`config.mk`:
```
export PLATFORM = sky130hd
export DESIGN_NAME = freq_sweep_ctrl
export DESIGN_NICKNAME = d
export VERILOG_FILES = /design/src/rtl/freq_sweep_ctrl.sv
export SDC_FILE = /design/constraint.sdc
export NUM_CORES = 1
export LEC_CHECK = 0
export ABC_AREA = 1
export CAP_MARGIN = 10
export CORE_MARGIN = 2
export CORE_UTILIZATION = 54
export CTS_BUF_LIST = sky130_fd_sc_hd__clkbuf_4 sky130_fd_sc_hd__clkbuf_8
export DETAILED_ROUTE_END_ITERATION = 6
export PLACE_DENSITY_LB_ADDON = 0.3
export SLEW_MARGIN = 0
export SYNTH_ARGS = -nofsm -noshare
export SYNTH_HDL_FRONTEND = slang
export SYNTH_SLANG_ARGS = --single-unit
```
`constraint.sdc`:
```
create_clock -name clk -period 2.83 [get_ports clk]
set_clock_uncertainty 0.05 [all_clocks]
set_input_delay 0.7075 -clock clk [delete_from_list [all_inputs] [get_ports clk]]
set_output_delay 0.7075 -clock clk [all_outputs]
set_load 0.02 [all_outputs]
```
`src/rtl/freq_sweep_ctrl.sv`:
```
`default_nettype none
// ============================================================================
// Module   : freq_sweep_ctrl
// Brief    : Steps a sig_gen NCO through start + k*incr and forwards DWELL
//            post-settle samples per step, tagged with step index and last.
// Revision : 1.0
// ============================================================================
module freq_sweep_ctrl #(
    parameter int PHASE_BITS    = 32,
    parameter int N_BITS        = 16,
    parameter int IDX_BITS      = 10,
    parameter int DWELL_BITS    = 16,
    parameter int SETTLE_CYCLES = 4
) (
    input  logic                  clk,
    input  logic                  rst_n,
    input  logic                  start,
    input  logic                  abort,
    input  logic [PHASE_BITS-1:0] freq_start,
    input  logic [PHASE_BITS-1:0] freq_incr,
    input  logic [IDX_BITS-1:0]   num_steps,
    input  logic [DWELL_BITS-1:0] dwell,
    output logic                  m_axis_freq_step_tvalid,
    output logic [PHASE_BITS-1:0] freq_step,
    output logic                  m_axis_data_tready,
    input  logic                  s_axis_data_tvalid,
    input  logic [N_BITS-1:0]     cosine,
    input  logic [N_BITS-1:0]     sine,
    output logic                  out_tvalid,
    input  logic                  out_tready,
    output logic [N_BITS-1:0]     out_cosine,
    output logic [N_BITS-1:0]     out_sine,
    output logic [IDX_BITS-1:0]   out_step_idx,
    output logic                  out_last,
    output logic                  busy,
    output logic                  done
);

    typedef enum logic [1:0] {
        S_IDLE   = 2'd0,
        S_LOAD   = 2'd1,
        S_SETTLE = 2'd2,
        S_DWELL  = 2'd3
    } state_t;

    localparam int              C_SC_W    = (SETTLE_CYCLES > 1) ? $clog2(SETTLE_CYCLES) : 1;
    localparam logic [C_SC_W-1:0] C_SC_LAST = C_SC_W'(SETTLE_CYCLES - 1);

    state_t                  state_q;
    logic [PHASE_BITS-1:0]   freq_step_q;
    logic [PHASE_BITS-1:0]   incr_q;
    logic [IDX_BITS-1:0]     nsteps_q;
    logic [DWELL_BITS-1:0]   dwell_q;
    logic [IDX_BITS-1:0]     step_idx_q;
    logic [C_SC_W-1:0]       settle_cnt_q;
    logic [DWELL_BITS-1:0]   dwell_cnt_q;
    logic                    drain_q;
    logic                    fs_valid_q;
    logic                    out_tvalid_q;
    logic [N_BITS-1:0]       out_cos_q;
    logic [N_BITS-1:0]       out_sin_q;
    logic [IDX_BITS-1:0]     out_idx_q;
    logic                    out_last_q;
    logic                    done_q;

    logic w_data_ready;
    logic w_accept;
    logic w_last_in_step;
    logic w_last_step;

    // drain_q: final sample is in the output stage; stop accepting until it leaves
    assign w_data_ready   = (state_q == S_SETTLE) ||
                            ((state_q == S_DWELL) && !drain_q && (!out_tvalid_q || out_tready));
    assign w_accept       = s_axis_data_tvalid && w_data_ready;
    assign w_last_in_step = (dwell_cnt_q == dwell_q - DWELL_BITS'(1));
    assign w_last_step    = (step_idx_q == nsteps_q - IDX_BITS'(1));

    always_ff @(posedge clk or negedge rst_n) begin
        if (!rst_n) begin
            state_q      <= S_IDLE;
            freq_step_q  <= '0;
            incr_q       <= '0;
            nsteps_q     <= '0;
            dwell_q      <= '0;
            step_idx_q   <= '0;
            settle_cnt_q <= '0;
            dwell_cnt_q  <= '0;
            drain_q      <= 1'b0;
            fs_valid_q   <= 1'b0;
            out_tvalid_q <= 1'b0;
            out_cos_q    <= '0;
            out_sin_q    <= '0;
            out_idx_q    <= '0;
            out_last_q   <= 1'b0;
            done_q       <= 1'b0;
        end else begin
            done_q     <= 1'b0;
            fs_valid_q <= 1'b0;
            if (out_tready) begin
                out_tvalid_q <= 1'b0;
            end
            if (abort) begin
                state_q      <= S_IDLE;
                out_tvalid_q <= 1'b0;
                drain_q      <= 1'b0;
            end else begin
                case (state_q)
                    S_IDLE: begin
                        if (start) begin
                            incr_q      <= freq_incr;
                            nsteps_q    <= num_steps;
                            dwell_q     <= (dwell == '0) ? DWELL_BITS'(1) : dwell;
                            step_idx_q  <= '0;
                            dwell_cnt_q <= '0;
                            if (num_steps == '0) begin
                                done_q <= 1'b1;
                            end else begin
                                freq_step_q <= freq_start;
                                fs_valid_q  <= 1'b1;
                                state_q     <= S_LOAD;
                            end
                        end
                    end
                    S_LOAD: begin
                        settle_cnt_q <= '0;
                        state_q      <= S_SETTLE;
                    end
                    S_SETTLE: begin
                        if (settle_cnt_q == C_SC_LAST) begin
                            state_q <= S_DWELL;
                        end else begin
                            settle_cnt_q <= settle_cnt_q + C_SC_W'(1);
                        end
                    end
                    S_DWELL: begin
                        if (drain_q) begin
                            if (out_tvalid_q && out_tready) begin
                                drain_q <= 1'b0;
                                done_q  <= 1'b1;
                                state_q <= S_IDLE;
                            end
                        end else if (w_accept) begin
                            out_tvalid_q <= 1'b1;
                            out_cos_q    <= cosine;
                            out_sin_q    <= sine;
                            out_idx_q    <= step_idx_q;
                            out_last_q   <= w_last_in_step;
                            if (w_last_in_step) begin
                                dwell_cnt_q <= '0;
                                if (w_last_step) begin
                                    drain_q <= 1'b1;
                                end else begin
                                    step_idx_q  <= step_idx_q + IDX_BITS'(1);
                                    freq_step_q <= freq_step_q + incr_q;
                                    fs_valid_q  <= 1'b1;
                                    state_q     <= S_LOAD;
                                end
                            end else begin
                                dwell_cnt_q <= dwell_cnt_q + DWELL_BITS'(1);
                            end
                        end
                    end
                    default: state_q <= S_IDLE;
                endcase
            end
        end
    end

    assign m_axis_freq_step_tvalid = fs_valid_q;
    assign freq_step               = freq_step_q;
    assign m_axis_data_tready      = w_data_ready;
    assign out_tvalid              = out_tvalid_q;
    assign out_cosine              = out_cos_q;
    assign out_sine                = out_sin_q;
    assign out_step_idx            = out_idx_q;
    assign out_last                = out_last_q;
    assign busy                    = (state_q != S_IDLE);
    assign done                    = done_q;

endmodule
`default_nettype wire

```
Word level (Yosys, flattened, before mapping)

Index checks and enable logic that the tools add are counted.
W data, S select, Z words.

Flip-flop bits (word level): 167
Latch bits: 0
RAM bits: 0
Bits in read-only memories: 0
Bits of input ports: 128
Memories kept: 0

Add/subtract/negate cells: 6
Multipliers: 0
Divide/modulo/power cells: 0
Magnitude comparators: 0
Equal/unequal tests: 20
Shift operators: 0
Muxes and demuxes: 57
Bitwise operators: 2
Reduce and logical (&&, ||, !) cells: 22

Operators by type and width:

| operator                | count |
|---|---|
| $mux W32                | 6 |
| $mux W16                | 5 |
| $pmux W32 S2            | 1 |
| $mux W10                | 5 |
| $add A32 B32 Y32        | 1 |
| $pmux W16 S2            | 1 |
| $mux W1                 | 24 |
| $mux W2                 | 10 |
| $pmux W10 S2            | 1 |
| $add A16 B1 Y16 const B | 1 |
| $eq A16 B16 Y1          | 1 |
| $logic_not A16 Y1       | 1 |
| $sub A16 B1 Y16 const B | 1 |
| $ne A2 B2 Y1 const B    | 7 |
| $reduce_and A7 Y1       | 2 |
| $ne A4 B4 Y1 const B    | 3 |
| $add A10 B1 Y10 const B | 1 |
| $eq A10 B10 Y1          | 1 |
| $logic_not A10 Y1       | 1 |
| $sub A10 B1 Y10 const B | 1 |
| $pmux W2 S4             | 1 |
| $reduce_and A8 Y1       | 1 |
| $reduce_bool A2 Y1      | 4 |
| $eq A2 B2 Y1 const B    | 3 |
| 15 further kinds        | 24 |

Longest topological paths before layout

Depth in word-level cells: 9
Mapped depth: 19
Mapped depth without buffers: 18

Worst setup path before layout

OpenSTA, ideal clock, no wires.

Path type: register to register
Start: register freq_step_q[0], in the netlist freq_step[0]
End: register freq_step_q[20], in the netlist freq_step[20]
Setup time: 0.117 ns
Data arrival time: 2.229 ns
Required time: 2.663 ns
Setup slack: 0.433 ns
Stages on the path, launching flop included: 15
Buffers on the path: 0
Clock period less this slack: 2.397 ns
Cells stage by stage: dfrtp_1 -> ha_1 -> inv_1 -> fa_1 -> o21ai_0 -> nand3_1 -> nand2_1 -> nand2_1 -> nand2_1 -> nand2_1 -> o21ai_0 -> xnor2_1 -> nand2_1 -> nand3_1 -> nand2_1

Word-level cells in the longest chain between the ends: 6

Ends and longest elaborated chain:

| item                     | line | text |
|---|---|---|
| start: declaration       | 50   | `logic [PHASE_BITS-1:0] freq_step_q;` |
| start signal: assignment | 118  | `freq_step_q <= freq_start;` |
| start signal: assignment | 154  | `freq_step_q <= freq_step_q + incr_q;` |
| $add A32 B32 Y32         | 154  |  |
| $mux W32                 | 150  | `if (w_last_step) begin` |
| $mux W32                 | 148  | `if (w_last_in_step) begin` |
| $mux W32                 | 142  | `end else if (w_accept) begin` |
| $mux W32                 | 136  | `if (drain_q) begin` |
| $pmux W32 S2             | 107  | `case (state_q)` |

Every way passes these cells. The select of a mux whose other input is x is not followed.
A chain may end at the register's enable or synchronous reset.

Worst setup path after layout

Ends and elaborated chain as after synthesis.

==> results.yml <==
clock_tree:
  insertion_delay_ns: 0.48
  cts_buffers: 17
  postCtsHoldBufs: 0
  htree_levels: 4
  cts_tree: "built"
  clkTransAtPathRegs_ns: 0.12
  cts_root_buf: "clkbuf_8"
  postCtsSetupBuffers: 0
  cts_sinks: 167
  clock_path_buffers: 2
route:
  routed_wl_um: 28000
  post-route-drc-count: 0
  drt-vias-per-instance: 5.30
  drt_iter0_markers: 819
  drtAntennaViolNets: 0
  post_drt_wl_per_cell_um: 15.1
  dr.pass1.iters: 6
  num_vias: 9839
yosys:
  synthSimpleGateAreaFrac_pct: 34.2
  ys_ff_latch: 167
  ys.warnings.count: 0
  synth_top_family_by_area: "simple AND/OR/NAND/NOR gates"
  synth_top_area_share_pct: 41.2
  syn_inst: 1401
  ys_types: 52
  synth_mux_area_share_pct: 0.111
  synth_nets: 1571
  async_flop_share_pct: 100
  synth_compound_area_share_pct: 9.47
  avgSynthCellArea_sq_um: 7.25
  synth_seq_area_share_pct: 41.2
  synth_ff_type: "dfrtp_1"
  synthAdderAreaFrac_pct: 5.25
  synth_area_leaders: "dfrtp_1 (41%), nand2_1 (21%), ha_1 (5.1%)"
  synth_xor_area_share_pct: 4.23
  synth_common_cells: "nand2_1 (580), dfrtp_1 (167), nor2_1 (102), inv_1 (88), o21ai_0 (83)"
  synth_top_cell_by_area: "dfrtp_1"
  synth_edf_count: 0
  yosysMostFrequentCell: "nand2_1"
  syn_area_sq_um: 10200
sta:
  report.final.slew_viol_count: 0
  period_minus_slack_ns: 2.62
  rsz0062_at_grt: "false"
  setup_tns_ns: 0
  finalCritPeriodShare_pct: 92.5
  hold_viol: 0
  slew_headroom_pct: 62.3
  worstMarginPinSlew_ns: 0.565
  setup_viol: 0
  fmax_mhz: 382
grt:
  grt_pass1_vias: 9292
  grt_overflow: 0
  grt_max_degree: 64
  grt_pass1_wl_um: 45900
  antenna_found_initial: 0
  track_usage_pct: 28.5
layout:
  stdcell_count: 1856
  finalNetCount: 1779
  multi_input_area_sq_um: 5440
  fin_util_pct: 70.2
  n_antenna_cell: 0
  drive_above_1_share_pct: 6.41
  n_fill_cell: 1572
  regArea_sq_um: 4180
  area_growth_pct: 28.4
  fin_area_sq_um: 13000
setup_path:
  critPathMaxStageDelay_ns: 0.41
  setup.worst_path.start_class: "flop"
  reg2reg_depth: 15
  path_cells: "ha_1 > inv_1 > fa_1 > o21ai_2 > nand3_1 > nand2_1 > nand2_1 > nand2_1 > nand2_1 > o21ai_0 > buf_4 > xnor2_1 > nand2_1 > nand3_1 > nand2_1"
  path_class: "reg2reg"
  slowest_stage: "fa_1"
  cp.arrival_ns: 2.92
  end_kind: "flop"
  r2r_start: "freq_step[0]$_DFFE_PN0P_"
  r2r_end: "freq_step[20]$_DFFE_PN0P_"
  cp_data_required_time_ns: 3.14
  crit_top_cell: "nand2_1"
  r2r_slack_ns: 0.21
  cp_top_family: "simple AND/OR/NAND/NOR gates"
  path_max_fanout: 4
  cp_num_buf_inv: 2
power_and_ir_drop:
  leakage_uw: 0.00635
  seqPwrFrac_pct: 30.2
  switching_share_pct: 47.8
  clockPowerShare_pct: 13.5
  combPwrFrac_pct: 56.3
  ir_drop_uv: 489
  intPower_uw: 6920
  power_uw: 13300
  p_sw_uw: 6340
  power.density_nw_per_um2: 1020
die:
  core-area_sq_um: 18600
  fp.dieH_um: 141
  die_area_sq_um: 19900
  rows: 50
  die_w_um: 141
  io_pins: 208
  start_util_pct: 54.6
placement:
  dpl_cell_area_sq_um: 12600
  dp_hpwl_um: 20700
  place_congestion: 0.948
  portBuffers: 207
  placedCellCount: 1823
run:
  cap_violations: 0
outcome:
  outcome: "complete, no violations"
worst_hold_path:
  hold_class: "in2async"
[state kept, by name, indices dropped and copies added, names as in the netlist, 16 cells and up]
signal and flops:
dwell_q 16, dwell_cnt_q 16, out_sine 16, incr_q 32, out_cosine 16, freq_step 32
[worst register-to-register path, cell delays in order, from the launching register on]
cell and delay [ns]:
dfrtp_1 0.39, ha_1 0.16, inv_1 0.06, fa_1 0.41, o21ai_2 0.21, nand3_1 0.10, nand2_1 0.16, nand2_1 0.07
nand2_1 0.12, nand2_1 0.09, o21ai_0 0.21, buf_4 0.16, xnor2_1 0.12, nand2_1 0.08, nand3_1 0.09, nand2_1 0.05
[placed cells by master (no fill, tap or decap), drive strengths merged, types with 4 or more instances in the layout]
cell,instances
a21o,6
a21oi,56
buf,21
clkbuf,18
clkdlybuf4s50,204
clkinv,6
dfrtp,167
ha,41
inv,102
nand2,586
nand3,58
nand3b,12
nand4,13
nor2,115
nor3,18
nor3b,4
nor4,8
o21a,6
o21ai,92
or2,11
xnor2,20
xor2,29
[worst max-delay path by stage]
stage                                     end  slack, ns  cells past startpoint                     start
floorplan           freq_step[20]$_DFFE_PN0P_       0.43                     14  freq_step[0]$_DFFE_PN0P_
global placement           m_axis_data_tready       0.05                      6                out_tready
detailed placement         m_axis_data_tready       0.05                      6                out_tready
CTS                        m_axis_data_tready      0.005                      6    state_q[0]$_DFFE_PN0P_
global route        step_idx_q[6]$_DFFE_PN0P_      0.005                     17    dwell_q[0]$_DFFE_PN0P_
finish              freq_step[20]$_DFFE_PN0P_       0.21                     15  freq_step[0]$_DFFE_PN0P_
[area by class of cell]
| type | count | share of cell area, % |
|---|---|---|
| tap | 234 | 2.25 |
| inverter | 96 | 2.83 |
| timing repair buffer | 228 | 17.8 |
| multi-input combinational | 1099 | 41.7 |
| clock inverter | 15 | 1.49 |
| clock buffer | 17 | 1.79 |
| sequential | 167 | 32.1 |
[repair_timing]
item / CTS / global route
gates cloned: 0 / 1
gates resized for setup: 1 / 13
pin swaps: 0 / 3
endpoints found under the setup margin: 1 / 53
[stage by stage]
stage | worst slack, ns | hold slack [ns]
after floorplan | 0.433 | 0.362
after global placement | 0.0513 | 0.404
after detailed placement | 0.0482 | 0.408
after CTS | 0.00540 | 0.135
after global routing | 0.00495 | 0.154
final | 0.213 | 0.116
[cells by family (layout without fill, tap and decap cells)]
group,after synthesis,in the layout
xor gates and xnor gates,49,49
muxes,1,1
AOI/OAI and AO/OA,177,177
DFF,167,167
buffers and inverters,135,356
adders and majority gates,42,42
and+or+nand+nor,830,830
[routing by layer]
layer | vias up | GRT usage, % | routed length (um)
li1 | 4918 | - | -
met1 | 4533 | 40.2 | 12800
met2 | 343 | 44.5 | 12500
met3 | 45 | 6.32 | 2050
met4 | 0 | 8.16 | 586
met5 | - | 0 | 0
[power by group through the flow]
| stage | registers [uW] | clock network [uW] | logic (uW) |
|---|---|---|---|
| final | 4000 | 1790 | 7470 |
| after global routing | 4120 | 1930 | 8220 |
| after CTS | 3990 | 1820 | 7300 |
| after detailed placement | 4020 | 0 | 7260 |
| after global placement | 4010 | 0 | 7090 |
| after floorplan | 4390 | 0 | 4330 |
No activity file was read; power rests on OpenSTA's default activity.
